$ cat src/rtl/pixel_packer.sv
// pixel_packer
//   Packs a stream of 24-bit RGB pixels densely into 32-bit AXI4-Stream words
//   (4 pixels -> 3 words, byte stream R,G,B, stream byte k on tdata[8k+7:8k]).
//   Marks the first word of a frame with tuser and the last word of a line
//   with tlast, and pulses frame_done once the final word of a frame has been
//   accepted downstream.
//
// Ports
//   aclk, aresetn          clock, asynchronous active-low reset
//   in_r/in_g/in_b         pixel colour components
//   in_valid / in_ready    pixel handshake (in_valid only legal while in_ready)
//   m_axis_tdata/tvalid/tready/tlast/tuser   packed AXI4-Stream master
//   frame_done             1-cycle pulse after the frame's last word handshake
module pixel_packer #(
    parameter int unsigned X_SIZE = 640,  // pixels per line, multiple of 4
    parameter int unsigned Y_SIZE = 480   // lines per frame
) (
    input  logic        aclk,
    input  logic        aresetn,
    input  logic [7:0]  in_r,
    input  logic [7:0]  in_g,
    input  logic [7:0]  in_b,
    input  logic        in_valid,
    output logic        in_ready,
    output logic [31:0] m_axis_tdata,
    output logic        m_axis_tvalid,
    input  logic        m_axis_tready,
    output logic        m_axis_tlast,
    output logic        m_axis_tuser,
    output logic        frame_done
);

    localparam int unsigned XW = $clog2(X_SIZE + 1);
    localparam int unsigned YW = $clog2(Y_SIZE + 1);

    logic [1:0]    phase_q, phase_d;
    logic [23:0]   residue_q, residue_d;
    logic [XW-1:0] x_cnt_q, x_cnt_d;
    logic [YW-1:0] y_cnt_q, y_cnt_d;
    logic [31:0]   tdata_q, tdata_d;
    logic          tvalid_q, tvalid_d;
    logic          tlast_q, tlast_d;
    logic          tuser_q, tuser_d;
    logic          frame_last_q, frame_last_d;  // held word closes the frame
    logic          frame_done_q, frame_done_d;

    logic          accept;
    logic          emit;
    logic [31:0]   word;
    logic          x_last;
    logic          y_last;

    // Combinational from tready: upstream only presents a pixel while this is high.
    assign in_ready = !tvalid_q || m_axis_tready;
    assign accept   = in_valid && in_ready;
    assign x_last   = (x_cnt_q == XW'(X_SIZE - 1));
    assign y_last   = (y_cnt_q == YW'(Y_SIZE - 1));

    always_comb begin
        phase_d      = phase_q;
        residue_d    = residue_q;
        x_cnt_d      = x_cnt_q;
        y_cnt_d      = y_cnt_q;
        tdata_d      = tdata_q;
        tvalid_d     = tvalid_q;
        tlast_d      = tlast_q;
        tuser_d      = tuser_q;
        frame_last_d = frame_last_q;
        word         = '0;
        emit         = 1'b0;

        if (accept) begin
            phase_d = phase_q + 2'd1;
            if (x_last) begin
                x_cnt_d = '0;
                y_cnt_d = y_last ? '0 : y_cnt_q + 1'b1;
            end else begin
                x_cnt_d = x_cnt_q + 1'b1;
            end

            unique case (phase_q)
                2'd0: residue_d = {in_b, in_g, in_r};
                2'd1: begin
                    word      = {in_r, residue_q};
                    residue_d = {8'h00, in_b, in_g};
                end
                2'd2: begin
                    word      = {in_g, in_r, residue_q[15:0]};
                    residue_d = {16'h0000, in_b};
                end
                default: begin
                    word      = {in_b, in_g, in_r, residue_q[7:0]};
                    residue_d = '0;
                end
            endcase
            emit = (phase_q != 2'd0);
        end

        // A new word may replace the one being handed off in the same cycle.
        if (emit) begin
            tdata_d      = word;
            tvalid_d     = 1'b1;
            tlast_d      = x_last;
            tuser_d      = (phase_q == 2'd1) && (x_cnt_q == XW'(1)) && (y_cnt_q == '0);
            frame_last_d = x_last && y_last;
        end else if (m_axis_tready) begin
            tvalid_d = 1'b0;
        end

        frame_done_d = tvalid_q && m_axis_tready && frame_last_q;
    end

    always_ff @(posedge aclk or negedge aresetn) begin
        if (!aresetn) begin
            phase_q      <= '0;
            residue_q    <= '0;
            x_cnt_q      <= '0;
            y_cnt_q      <= '0;
            tdata_q      <= '0;
            tvalid_q     <= 1'b0;
            tlast_q      <= 1'b0;
            tuser_q      <= 1'b0;
            frame_last_q <= 1'b0;
            frame_done_q <= 1'b0;
        end else begin
            phase_q      <= phase_d;
            residue_q    <= residue_d;
            x_cnt_q      <= x_cnt_d;
            y_cnt_q      <= y_cnt_d;
            tdata_q      <= tdata_d;
            tvalid_q     <= tvalid_d;
            tlast_q      <= tlast_d;
            tuser_q      <= tuser_d;
            frame_last_q <= frame_last_d;
            frame_done_q <= frame_done_d;
        end
    end

    assign m_axis_tdata  = tdata_q;
    assign m_axis_tvalid = tvalid_q;
    assign m_axis_tlast  = tlast_q;
    assign m_axis_tuser  = tuser_q;
    assign frame_done    = frame_done_q;

endmodule

$ cat config.mk
export PLATFORM = sky130hd
export DESIGN_NAME = pixel_packer
export DESIGN_NICKNAME = d
export VERILOG_FILES = /design/src/rtl/pixel_packer.sv
export SDC_FILE = /design/constraint.sdc
export NUM_CORES = 1
export LEC_CHECK = 0
export ABC_CLOCK_PERIOD_IN_PS = 4700
export CORE_AREA = 2 2 98 100
export DETAILED_ROUTE_END_ITERATION = 8
export DIE_AREA = 0 0 100 102
export GPL_TIMING_DRIVEN = 1
export HOLD_SLACK_MARGIN = 0.15
export PLACE_DENSITY = 0.68
export SETUP_SLACK_MARGIN = 0.05
export SKIP_CTS_REPAIR_TIMING = 1
export SLEW_MARGIN = 10
export SYNTH_ARGS = -nofsm -noshare
export SYNTH_HDL_FRONTEND = slang
export SYNTH_SLANG_ARGS = --single-unit
export TNS_END_PERCENT = 1
$ cat constraint.sdc
create_clock -name aclk -period 4.7 [get_ports aclk]
set_input_delay 0.94 -clock aclk [delete_from_list [all_inputs] [get_ports aclk]]
set_output_delay 0.94 -clock aclk [all_outputs]
set_load 0.02 [all_outputs]
==> flow_metrics.py <==
metrics = {
    "status": {
        "outcome": "finished clean",
    },
    "logic_synthesis": {
        "synth_xor_xnor_area_share": 0.0196,
        "yosys.area_share.adder": 0.0249,
        "synth-simple-area-share": 0.173,
        "syn-num-nets": 462,
        "synth-seq-cells": 82,
        "ys_seq_area_frac": 0.511,
        "synth_top_family_by_area": "compound AO/OA/AOI/OAI gates",
        "netlist_instances": 426,
        "ys_types": 41,
        "synth.mux.area_fraction": 0.0309,
        "async_flop_share": 1.00,
        "synth_edf_count": 0,
        "yosys_warnings": 0,
        "syn_area_um2": 4010,
        "ys.flop_type": "dfrtp_1",
        "synth.avg_cell_area_um2": 9.42,
        "synth_compound_area_frac": 0.198,
    },
    "clock_network": {
        "cts_sinks": 82,
        "path_clk_slew_ns": 0.09,
        "cts-htree-levels": 3,
        "clk_latency_ns": 0.36,
        "cts_tree": "yes",
        "clk_path_buf_depth": 2,
        "cts_root_buf": "clkbuf_8",
        "numCtsBuffers": 9,
    },
    "final_layout": {
        "num-fill-cells": 829,
        "final_common_cell": "nand2_1",
        "n_antenna_cell": 0,
        "final_area_um2": 4860,
        "utilization": 0.534,
        "syn2layout_area_growth_pct": 21.2,
        "seq_area_um2": 2050,
        "multiInputGateArea_um2": 1790,
        "final_net_count": 506,
        "layout_common_cells": "nand2_1, dfrtp_1, clkdlybuf4s50_1, o21ai_0",
        "drive_gt1_frac": 0.0674,
    },
    "floorplan": {
        "io_pins": 65,
        "coreArea_um2": 9110,
        "start_util": 0.441,
        "die_h_um": 102,
        "die_x_um": 100,
        "die_area_um2": 10200,
        "row_count": 35,
    },
    "sta": {
        "hold_violations": 0,
        "max_freq_mhz": 313,
        "rsz0062_at_grt": "false",
        "fin_setup_tns_ns": 0,
        "holdWs_ns": 0.480,
        "worstMarginPinSlew_ns": 1.05,
        "finalCritPeriodShare": 0.681,
        "fin_crit_ns": 3.20,
        "drv_slew": 0,
        "maxSlewHeadroom": 0.300,
        "skew_ns": 0.0113,
        "setup_viol": 0,
    },
    "placement": {
        "port-buffer-count": 64,
        "place_hpwl_mm": 6.40,
        "routabilityCongestion": 0.845,
        "place_area_um2": 4670,
    },
    "worst_setup_path": {
        "start_kind": "primary input",
        "cp_common_cell": "clkdlybuf4s50_1",
        "crit_chain": "clkdlybuf4s50_1 -> nor2b_4 -> inv_1 -> clkdlybuf4s50_1",
        "slowest_stage": "clkdlybuf4s50_1",
        "critPathKind": "primary input to primary output",
        "crit_fanout": 9,
        "cp_slowest_stage_delay_ns": 0.55,
        "arrival_ns": 2.26,
        "worstSetupEndpointType": "primary output",
        "critPathRequiredTime_ns": 3.76,
    },
    "drt": {
        "vias": 3330,
        "viasPerCell": 5.68,
        "wl_per_cell_um": 16.5,
        "wirelength_mm": 9.69,
        "antenna_left": 0,
        "drt-pass1-iter-count": 8,
        "drcViolationCount": 0,
        "dr.first_iter.drc_count": 356,
    },
    "power": {
        "p_leak_nw": 2.01,
        "total_power_mw": 2.86,
        "vdd_drop_max_v": 0.000279,
        "powerDensity_nw_per_um2": 587,
    },
    "grt": {
        "track_usage": 0.200,
        "grt_pass1_wl_mm": 15.8,
        "grt_overflow": 0,
        "grt_max_degree": 83,
        "grt_antenna_before_repair": 0,
        "grt_pass1_vias": 3191,
    },
    "job": {
        "max_cap_viol_count": 0,
    },
    "hold_path": {
        "min_path_type": "flip-flop to flip-flop",
    },
}
## state kept, by name, summed over array words and instances, names as in the netlist
name,cells
m_axis_tlast,1
m_axis_tvalid,1
frame_last_q,1
frame_done,1
m_axis_tdata,32
m_axis_tuser,1
x_cnt_q,10
phase_q,2
y_cnt_q,9
residue_q,24
## worst max-delay path: cells and delay by family
kind	cells	cell delay [ns]
AND/OR/NAND/NOR	1	0.21
buffers and inverters	3	1.12
## synth_stat cells (2+ instances only)
cell type,count,area (um^2)
a21oi_1,17,85.1
a222oi_1,8,80.1
a22oi_1,24,180
and3_1,4,25.0
and4_1,2,17.5
buf_2,3,15.0
buf_6,2,22.5
clkbuf_1,27,101
dfrtp_1,82,2050
ha_1,8,100
inv_1,8,30.0
mux2_2,3,33.8
mux2i_1,9,90.1
nand2_1,84,315
nand3_1,11,55.1
nand3_2,2,20.0
nand4_1,3,18.8
nor2_1,23,86.3
nor3_1,4,20.0
nor4_1,4,25.0
o21ai_0,46,230
o31ai_1,24,180
or3_2,3,22.5
xnor2_1,7,61.3
xor2_1,2,17.5
## per-layer routing
layer	GRT usage	wire length (um)
met2	0.330	4670
met5	0	0
met4	0.0875	208
met1	0.260	4200
met3	0.0369	610
## metrics by stage
step                std cells  setup WS [ns]
floorplan                 426           2.47
global placement          570           1.52
detailed placement        570           1.50
CTS                       586           1.49
global route              586           1.41
finish                    586           1.50
## layout make-up
class                           count  area share
Clock inverter                      5      0.0131
Inverter                            8     0.00617
Sequential cell                    82       0.422
Clock buffer                       11      0.0270
Tap cell                          111      0.0286
Multi-Input combinational cell    303       0.369
Timing Repair Buffer               66       0.134
## logic make-up after synthesis
logic type | after synthesis
muxes | 12
and+or+nand+nor | 150
DFF | 82
buffers and inverters | 41
adders and majority gates | 8
xor gates and xnor gates | 9
AOI/OAI and AO/OA | 124
## power breakdown
group | switching [mW] | internal (mW)
Sequential | 0.153 | 0.935
Clock | 0.269 | 0.250
Combinational | 0.747 | 0.503
Total | 1.17 | 1.69
## path summary, 6_finish.rpt
path	depth (start not counted)	endpoint	slack, ns	startpoint
max	4	in_ready	1.50	m_axis_tready
min	2	m_axis_tdata[18]	0.48	m_axis_tdata[18]
max reg2reg	5	m_axis_tdata[14]	2.29	phase_q[0]
min reg2reg	2	m_axis_tdata[18]	0.48	m_axis_tdata[18]
max in group asynchronous	1	phase_q[0]	3.25	aresetn
min in group asynchronous	1	m_axis_tdata[12]	0.75	aresetn
No activity file was read; power rests on OpenSTA's default activity.
